`config.mk`:
```
export PLATFORM = sky130hd
export DESIGN_NAME = fetch_sequencer
export DESIGN_NICKNAME = d
export VERILOG_FILES = /design/src/rtl/fetch_sequencer_pkg.sv /design/src/rtl/fetch_sequencer_pc_next_mux.sv /design/src/rtl/fetch_sequencer.sv
export SDC_FILE = /design/constraint.sdc
export NUM_CORES = 1
export LEC_CHECK = 0
export CAP_MARGIN = 20
export CORE_MARGIN = 1.5
export CORE_UTILIZATION = 40
export DETAILED_ROUTE_END_ITERATION = 6
export GPL_ROUTABILITY_DRIVEN = 1
export GPL_TIMING_DRIVEN = 0
export PLACE_DENSITY = 0.83
export SYNTH_ARGS = -nofsm -noshare
export SYNTH_HDL_FRONTEND = slang
export SYNTH_HIERARCHICAL = 1
export SYNTH_SLANG_ARGS = --single-unit
```
`constraint.sdc`:
```
create_clock -name clk -period 6.56 [get_ports clk]
set_clock_uncertainty 0.15 [all_clocks]
set_input_delay 1.64 -clock clk [delete_from_list [all_inputs] [get_ports clk]]
set_output_delay 1.64 -clock clk [all_outputs]
set_load 0.05 [all_outputs]
```
`src/rtl/fetch_sequencer_pkg.sv`:
```
// rtl/fetch_sequencer_pkg.sv - shared types and constants for the instruction fetch stage
package fetch_sequencer_pkg;

  localparam int ADDR_W_DEF = 10;
  localparam int INSTR_W    = 32;
  localparam logic [INSTR_W-1:0] NOP_WORD = 32'h0;

  typedef enum logic [1:0] {
    RUN,
    REDIRECT,
    HALT
  } fetch_state_t;

  // Which rule won the next-PC priority this cycle; drives FSM and IF/ID update
  typedef enum logic [2:0] {
    SEL_BRANCH,
    SEL_JUMP,
    SEL_STALL,
    SEL_HALT,
    SEL_SEQ
  } pc_sel_t;

endpackage

```
`src/rtl/fetch_sequencer_pc_next_mux.sv`:
```
// rtl/fetch_sequencer_pc_next_mux.sv - priority select of the next fetch PC
module pc_next_mux
  import fetch_sequencer_pkg::*;
#(
  parameter int ADDR_W = ADDR_W_DEF
) (
  input  logic [ADDR_W-1:0] i_pc,
  input  logic              i_branch_taken,
  input  logic [ADDR_W-1:0] i_branch_target,
  input  logic              i_jump,
  input  logic [ADDR_W-1:0] i_jump_target,
  input  logic              i_stall,
  input  logic              i_halt,
  output logic [ADDR_W-1:0] o_pc_next,
  output pc_sel_t           o_sel
);

  localparam logic [ADDR_W-1:0] WORD_MASK = ~ADDR_W'(3);

  always_comb begin
    o_sel     = SEL_SEQ;
    o_pc_next = i_pc + ADDR_W'(4);
    if (i_branch_taken) begin
      o_sel     = SEL_BRANCH;
      o_pc_next = i_branch_target & WORD_MASK;
    end else if (i_jump) begin
      o_sel     = SEL_JUMP;
      o_pc_next = i_jump_target & WORD_MASK;
    end else if (i_stall) begin
      o_sel     = SEL_STALL;
      o_pc_next = i_pc;
    end else if (i_halt) begin
      o_sel     = SEL_HALT;
      o_pc_next = i_pc;
    end
  end

endmodule

```
`src/rtl/fetch_sequencer.sv`:
```
// rtl/fetch_sequencer.sv - PC register, fetch FSM and IF/ID pipeline register
module fetch_sequencer
  import fetch_sequencer_pkg::*;
#(
  parameter int          ADDR_W   = ADDR_W_DEF,
  parameter int unsigned RESET_PC = 0,
  parameter int unsigned HALT_PC  = 260
) (
  input  logic               clk,
  input  logic               reset,
  output logic [ADDR_W-1:0]  imem_addr,
  input  logic [INSTR_W-1:0] imem_data,
  input  logic               stall,
  input  logic               jump,
  input  logic [ADDR_W-1:0]  jump_target,
  input  logic               branch_taken,
  input  logic [ADDR_W-1:0]  branch_target,
  output logic [INSTR_W-1:0] ifid_instr,
  output logic [ADDR_W-1:0]  ifid_pc4,
  output logic               ifid_valid,
  output logic               halted,
  output logic               flush_idex
);

  localparam logic [ADDR_W-1:0] RESET_ADDR = ADDR_W'(RESET_PC & ~32'd3);
  localparam logic [ADDR_W-1:0] HALT_ADDR  = ADDR_W'(HALT_PC);

  fetch_state_t       r_state;
  fetch_state_t       w_state_next;
  logic [ADDR_W-1:0]  r_pc;
  logic [ADDR_W-1:0]  w_pc_next;
  pc_sel_t            w_sel;
  logic               w_jump_en;
  logic               w_halt;
  logic [INSTR_W-1:0] r_ifid_instr;
  logic [ADDR_W-1:0]  r_ifid_pc4;
  logic               r_ifid_valid;

  // Once halted, only a branch may restart fetch; a jump from ID is stale
  assign w_jump_en = jump && (r_state != HALT);
  assign w_halt    = (r_state == HALT) || (r_pc == HALT_ADDR);

  pc_next_mux #(
    .ADDR_W (ADDR_W)
  ) u_pc_next_mux (
    .i_pc            (r_pc),
    .i_branch_taken  (branch_taken),
    .i_branch_target (branch_target),
    .i_jump          (w_jump_en),
    .i_jump_target   (jump_target),
    .i_stall         (stall),
    .i_halt          (w_halt),
    .o_pc_next       (w_pc_next),
    .o_sel           (w_sel)
  );

  always_ff @(posedge clk) begin
    if (reset) begin
      r_state <= RUN;
      r_pc    <= RESET_ADDR;
    end else begin
      r_state <= w_state_next;
      r_pc    <= w_pc_next;
    end
  end

  always_comb begin
    w_state_next = r_state;
    case (w_sel)
      SEL_BRANCH, SEL_JUMP: w_state_next = REDIRECT;
      SEL_HALT:             w_state_next = HALT;
      SEL_SEQ:              w_state_next = RUN;
      default:              w_state_next = r_state;
    endcase
  end

  // On a sequential fetch the mux output is exactly PC+4, reused for ifid_pc4
  always_ff @(posedge clk) begin
    if (reset) begin
      r_ifid_instr <= NOP_WORD;
      r_ifid_pc4   <= '0;
      r_ifid_valid <= 1'b0;
    end else begin
      case (w_sel)
        SEL_BRANCH, SEL_JUMP, SEL_HALT: begin
          r_ifid_instr <= NOP_WORD;
          r_ifid_valid <= 1'b0;
        end
        SEL_SEQ: begin
          r_ifid_instr <= imem_data;
          r_ifid_pc4   <= w_pc_next;
          r_ifid_valid <= 1'b1;
        end
        default: begin
          r_ifid_valid <= r_ifid_valid;
        end
      endcase
    end
  end

  assign imem_addr  = r_pc;
  assign ifid_instr = r_ifid_instr;
  assign ifid_pc4   = r_ifid_pc4;
  assign ifid_valid = r_ifid_valid;
  assign halted     = (r_state == HALT);
  assign flush_idex = branch_taken;

endmodule
```
## Yosys cells after proc, flatten, opt, wreduce, memory -nomap -nowiden

Index checks and enable logic that the tools add are counted.
W data, S select, Z words.

- Register bits: 55
- Input port bits: 57
- Output and inout port bits: 55
- Logic and storage cells: 30

- Add/sub/neg operators: 1
- Equality and inequality tests: 6
- Muxes and demuxes: 11
- Reductions and logical operators: 7

Operators with widths:

| operator | count |
|---|---|
| $pmux W32 S2 | 1 |
| $mux W10 | 4 |
| $mux W3 | 4 |
| $add A10 B3 Y10 const B | 1 |
| $eq A10 B9 Y1 const B | 1 |
| $pmux W2 S3 | 1 |
| $eq A3 B1 Y1 const B | 1 |
| $eq A3 B2 Y1 const B | 1 |
| $eq A3 B3 Y1 const B | 1 |
| $logic_not A3 Y1 | 1 |
| $reduce_bool A3 Y1 | 1 |
| $reduce_or A3 Y1 | 1 |
| $eq A2 B2 Y1 const B | 1 |
| $ne A2 B2 Y1 const B | 1 |
| $pmux W1 S2 | 1 |
| $reduce_bool A2 Y1 | 1 |
| $reduce_or A2 Y1 | 1 |
| $logic_and A1 B1 Y1 | 1 |
| $logic_or A1 B1 Y1 | 1 |

## Logic depth before layout (Yosys ltp)

Gate-level depths: netlist (run 1).

- Depth after elaboration: 9
- Gate-level depth with buffers: 9
- Depth with buffers taken out: 9

## Cells and area by module

Netlist (run 1), hierarchy kept.

By module, submodules not included:

| module | instances | cells an instance | area an instance (um^2) | seq. area each (um^2) |
|---|---|---|---|---|
| fetch_sequencer | 1 | 194 | 1,969.4 | 1,101.1 |
| pc_next_mux | 1 | 54 | 339.1 | 0.0 |

## Least setup slack after synthesis (run 1)

OpenSTA, ideal clock, no wires.

- Kind: input-to-reg
- Start: input port jump
- End: register r_ifid_instr[10] (netlist: ifid_instr[10])
- Arrival: 3,463 ps
- Data required time: 6,345 ps
- Path slack: 2,881 ps
- Stages: 7
- Path through: nor2b_1 clkbuf_1 nor4_1 nor3b_4 buf_6 a22oi_2 nor2_2

- Cells in the longest elaborated chain, start to end: 6
- Elaborated cells between the ends (all ways): 10
- Those cells by class: 3 x eq/ne; 3 x mux; 4 x reduce/logical

RTL lines:

| what | RTL line | RTL |
|---|---|---|
| start, declared | fetch_sequencer.sv:14 | `input logic jump,` |
| $logic_and A1 B1 Y1 * | fetch_sequencer.sv:40 | `assign w_jump_en = jump && (r_state != HALT);` |
| $mux W3 * | fetch_sequencer_pc_next_mux.sv:26 | `end else if (i_jump) begin` |
| $mux W3 * | fetch_sequencer_pc_next_mux.sv:23 | `if (i_branch_taken) begin` |
| named net w_sel[2] | fetch_sequencer.sv:32 | `pc_sel_t w_sel;` |
| $eq A3 B1 Y1 (tied with other cells) | fetch_sequencer.sv:84 | `case (w_sel)` |
| $reduce_or A3 Y1 | fetch_sequencer.sv:84 |  |
| $pmux W32 S2 or $reduce_bool A2 Y1 (tied branches) | - |  |
| end signal, assigned | fetch_sequencer.sv:90 | `r_ifid_instr <= imem_data;` |
| end, declared | fetch_sequencer.sv:35 | `logic [INSTR_W-1:0] r_ifid_instr;` |

Mark *: on every way through the listed nets, which the timed path passes. The rest lies on a longest branch.
A chain may end at the register's enable or synchronous reset.

## Final worst setup path (run 1)

- Start: input port branch_taken
- End: output port flush_idex

RTL lines:

| what | RTL line | RTL |
|---|---|---|
| start, declared | fetch_sequencer.sv:16 | `input logic branch_taken,` |
| end, declared | fetch_sequencer.sv:22 | `output logic flush_idex` |

No word-level cell between the ends.

==> flow_summary.json, run 1 <==
{
  "root_buffer": "clkbuf_8",
  "drcViolationCount": 0,
  "hold_buffers": 0,
  "clkTransAtPathRegs_ns": 0.09,
  "arrival_ns": 3.15,
  "syn-instance-count": 248,
  "fin_crit_sh_pct": 75.3,
  "cts_setup_buffers": 0,
  "syn-cell-area_um2": 2310,
  "fillCellCount": 491,
  "clkPwrFrac_pct": 29.3,
  "routed_wl_mm": 6.41,
  "multi_input_area_um2": 1080,
  "antenna_found_initial": 0,
  "cp_max_fo": 6,
  "vias_per_cell": 5.21,
  "first_global_vias": 2240,
  "grt_max_degree": 16,
  "reg2reg_to": "ifid_instr[15]",
  "required_ns": 4.77,
  "min_path_type": "reg -> reg",
  "coreArea_um2": 5540,
  "ys_seq_area_share_pct": 47.7,
  "syn2layout_area_growth_pct": 54.2,
  "leakagePower_uw": 0.00125,
  "die-area_um2": 6240,
  "cts_resized": 0,
  "p_sw_share_pct": 27.0,
  "maxSlewViolCount": 0,
  "pwr-share-comb_pct": 19.7,
  "min_to": "ifid_pc4[7]",
  "nNetsFinal": 419,
  "max-vdd-ir-drop_mv": 0.108,
  "io_pins": 112,
  "dieHeight_um": 79.0,
  "synthFlopType": "dfxtp_1",
  "rr_startpoint": "r_state[1]",
  "crit_path_start": "branch_taken",
  "worst-r2r-setup-slack_ns": 3.57,
  "io_buffers": 106,
  "fp.dieW_um": 79.0,
  "cts_made_buffers": 5,
  "p_seq_share_pct": 51.0,
  "grt_usage_pct": 20.7,
  "dpl_worst_slack_ns": 1.63,
  "hold-path-cell-count": 2,
  "r2r_cells": 9,
  "dp_hpwl_mm": 4.76,
  "wl_per_cell_um": 14.8,
  "status": "complete, no violations",
  "synthDistinctLibCells": 37,
  "layout_commonest_cell": "clkdlybuf4s50_1",
  "cts_tree": "done",
  "cts_buffer_depth": 2,
  "tns_ns": 0,
  "max_freq_mhz": 202,
  "drive_above_1_share_pct": 12.2,
  "ys_seq_elements": 55,
  "yosys_warnings": 6,
  "p_switching_uw": 186,
  "antenna_cells": 0,
  "setup_viol": 0,
  "num_vias": 2261,
  "start_kind": "input pin",
  "max-slew-margin-rel_pct": 43.6,
  "p_int_uw": 502,
  "async_flop_share_pct": 0,
  "hold_violations": 0,
  "dr.pass1.iters": 4,
  "grt_pass1_wl_mm": 10.3,
  "syn_nets": 306,
  "rsz0062_at_grt": "no",
  "htreeDepth": 2,
  "synth_edf_count": 0,
  "final_cell_mix": "clkdlybuf4s50_1, dfxtp_1, nor2_1",
  "period_minus_slack_ns": 4.94,
  "crit_path_end_kind": "output port",
  "setup_slack_ns": 1.62,
  "worstSkewPairLatency_ns": 0.30,
  "gp_congestion": 0.950,
  "initial_core_util_pct": 41.7,
  "drv_cap": 0,
  "hp-start": "ifid_pc4[7]",
  "antenna_left": 0,
  "grt_remaining_overflow": 0,
  "total_power_uw": 688,
  "p_per_area_nw_per_um2": 193,
  "path_class": "in -> out",
  "numClockSinks": 55,
  "tightest_slew_ns": 0.838,
  "syn_area_per_cell_um2": 9.31,
  "rows": 27,
  "final-seq-area_um2": 1100,
  "drtIter0Drc": 75
}
registers in the layout (all words and copies together), names as in the netlist:
signal,count
r_state,2
ifid_instr,32
imem_addr,10
ifid_pc4,10
ifid_valid,1
per-layer routing:
metal	GRT usage, %	routed length [um]	up-vias
li1	-	-	1089
met1	25.4	2650	1057
met2	33.9	3040	100
met3	6.55	593	15
met4	7.37	127	0
met5	0	0	-
how the worst max path moves through the flow:
| stage | end | slack, ns | cells after the start |
|---|---|---|---|
| 2_1_floorplan | ifid_instr[10] | 2.88 | 7 |
| 3_3_place_gp | flush_idex | 1.65 | 3 |
| 3_5_place_dp | flush_idex | 1.63 | 3 |
| 4_1_cts | flush_idex | 1.63 | 3 |
| 5_1_grt | flush_idex | 1.58 | 3 |
| 6_report | flush_idex | 1.62 | 3 |
cells by family (layout without fill, tap and decap cells):
group	after synthesis	count (layout)	share of synthesized area, %
AO/OA/AOI/OAI	64	64	20.9
XOR/XNOR	5	5	1.90
adder cells (fa/ha/maj)	1	1	0.542
buffers and inverters	21	135	5.69
flip-flops	55	55	47.7
multiplexers	4	4	1.90
AND/OR/NAND/NOR	98	98	21.4
worst max-delay path, cell delays in order:
cell and delay (ns):
clkdlybuf4s50_1 0.58, buf_4 0.14, clkdlybuf4s50_1 0.78
synthesized netlist by cell type, drive strengths merged (2+ instances only):
cell / instances / share of area, %
clkbuf: 9 / 1.9
o31ai: 2 / 0.65
nor2: 39 / 7.4
o22ai: 3 / 0.81
dfxtp: 55 / 48
nand4: 3 / 0.81
nor4: 2 / 0.54
nand3: 3 / 0.65
and2: 2 / 0.54
o21ai: 5 / 1.1
nand2: 27 / 4.4
mux2: 3 / 1.5
xor2: 4 / 1.5
buf: 8 / 3.1
and3: 2 / 0.54
nor3: 2 / 0.43
a22oi: 35 / 14
a21oi: 17 / 4.0
nor2b: 12 / 3.3
inv: 4 / 0.65
layout make-up:
type	instances	area share, %
plain buffers	17	3.27
flip-flops and latches	55	30.9
inverters	4	0.422
well taps	72	2.53
repair buffers	106	29.8
clock buffers	8	2.81
multi-input cells	172	30.2
power by group through the flow:
stage          combinational (uW)  sequential [uW]  clock [uW]
2_1_floorplan                46.2              386           0
3_3_place_gp                  133              358           0
3_5_place_dp                  135              358           0
4_1_cts                       136              351         207
5_1_grt                       144              352         220
6_report                      136              351         202
stage by stage:
step | instance area [um^2] | util, % | std cells | hold slack, ns
after floorplan | 2310 | - | 248 | 0.366
after global placement | 3460 | 62.4 | 426 | 0.295
after detailed placement | 3460 | 62.4 | 426 | 0.296
after CTS | 3560 | 64.3 | 434 | 0.309
after global routing | 3560 | 64.3 | 434 | 0.340
final | 3560 | 64.3 | 434 | 0.305
Note: power is estimated with default switching activity, not from simulation.
==> inputs of run 2 (changes only) <==
Settings changed: CORE_UTILIZATION 40 to 36, PLACE_DENSITY 0.83 to 0.79.
Clock period 6.56 ns to 4.4 ns, I/O delays scaled along.
==> run 2 against run 1 <==
Register-to-register slack lost 2.2 ns; first-iteration DRC count grew 67%; die area grew 11%; critical path type unchanged; largest power group unchanged; highest routed layer unchanged.
==> flow_summary.json, run 2 (synthesized netlist as in run 1, its figures left out) <==
{
  "final_core_util_pct": 58.8,
  "rr_startpoint": "imem_addr[2]",
  "die-area_um2": 6900,
  "cts_buffer_depth": 2,
  "placed_cells": 429,
  "required_ns": 3.15,
  "routed_wl_mm": 6.14,
  "tns_ns": 0,
  "grt_usage_pct": 17.9,
  "gp_congestion": 0.888,
  "vias_per_cell": 5.03,
  "fin_cells": 436,
  "grt_busiest_layer": "met2",
  "drcViolationCount": 0,
  "antenna_found_initial": 0,
  "dr.pass1.iters": 4,
  "io_buffers": 106,
  "r2r_cells": 8,
  "max-slew-margin-rel_pct": 36.8,
  "drive_above_1_share_pct": 11.9,
  "arrival_ns": 2.58,
  "antenna_cells": 0,
  "hold_violations": 0,
  "dieHeight_um": 83.1,
  "grt_pass1_wl_mm": 10.3,
  "period_minus_slack_ns": 3.83,
  "wl_per_cell_um": 14.1,
  "grt_remaining_overflow": 0,
  "cts_setup_buffers": 0,
  "status": "complete, no violations",
  "syn2layout_area_growth_pct": 54.5,
  "initial_core_util_pct": 38.1,
  "dpl_worst_slack_ns": 0.514,
  "cts_resized": 0,
  "leakagePower_uw": 0.00125,
  "grt_max_degree": 16,
  "fin_crit_sh_pct": 87.0,
  "setup_slack_ns": 0.572,
  "crit_path_end_kind": "output port",
  "met3_usage_pct": 6.26,
  "grt.met1_usage_pct": 22.0,
  "p_per_area_nw_per_um2": 292,
  "maxSlewViolCount": 0,
  "cp_max_fo": 6,
  "final_cell_mix": "clkdlybuf4s50_1, dfxtp_1, nor2_1",
  "nNetsFinal": 419,
  "num_vias": 2192,
  "rsz0062_at_grt": "no",
  "path_class": "in -> out",
  "drtIter0Drc": 125,
  "hold_buffers": 0,
  "dp_hpwl_mm": 4.74,
  "worstSkewPairLatency_ns": 0.30,
  "min_path_type": "reg -> reg",
  "hold-path-cell-count": 2,
  "max_freq_mhz": 261,
  "largest_reg_flops": 32,
  "reg2reg_to": "ifid_instr[6]",
  "grtUsageMet2_pct": 29.6,
  "io_pins": 112,
  "min_to": "ifid_pc4[5]",
  "htreeDepth": 2,
  "rows": 28,
  "cts_made_buffers": 5,
  "tightest_slew_ns": 0.939,
  "antenna_left": 0,
  "start_kind": "input pin",
  "hp-start": "ifid_pc4[5]",
  "first_global_vias": 2202,
  "drv_cap": 0,
  "clkTransAtPathRegs_ns": 0.09,
  "max-vdd-ir-drop_mv": 0.180,
  "fp.dieW_um": 83.1,
  "setup_viol": 0,
  "coreArea_um2": 6060,
  "cts_tree": "done",
  "numClockSinks": 55,
  "root_buffer": "clkbuf_8",
  "layout_commonest_cell": "clkdlybuf4s50_1",
  "worst-r2r-setup-slack_ns": 1.36
}
-- run 2: cell count changes in the layout (fill, tap and decap cells not counted) --
cell,previous run,this run
clkbuf_8,8,6
bufinv_16,0,1
-- run 2: worst max-delay path by stage --
stage | from | to | depth (start not counted)
after floorplan | r_state[1] | ifid_instr[10] | 9
after global placement | jump | ifid_instr[14] | 8
after detailed placement | jump | ifid_instr[9] | 8
after CTS | branch_taken | flush_idex | 3
after global routing | branch_taken | flush_idex | 3
final | branch_taken | flush_idex | 3
-- run 2: layout make-up --
class	instances	area [um^2]
Buffer	17	116
Clock buffer	6	72.6
Clock inverter	1	30.0
Fill cell	529	2490
Inverter	4	15.0
Multi-Input combinational cell	172	1080
Sequential cell	55	1100
Tap cell	75	93.8
Timing Repair Buffer	106	1060
-- run 2: routing by layer --
metal,wire (um),vias to the layer above
li1,-,1089
met4,88,0
met3,556,9
met1,2640,1009
met5,0,-
met2,2850,85
-- run 2: power breakdown --
part	switching, uW	total, uW	leakage, uW	internal (uW)
Clock	151	318	0.0000513	167
Sequential	12.2	523	0.000447	511
Combinational	107	200	0.000751	93.3
Total	270	1040	0.00125	771
-- run 2: metrics by stage --
stage               hold slack [ns]  total power, uW  instance area, um^2
detailed placement            0.300              735                 3460
CTS                           0.313             1050                 3570
global placement              0.293              733                 3460
finish                        0.314             1040                 3570
floorplan                     0.366              644                 2310
global route                  0.343             1090                 3570
-- run 2: critical path, stage by stage --
cell and delay (ns):
clkdlybuf4s50_1 0.56, buf_4 0.14, clkdlybuf4s50_1 0.78
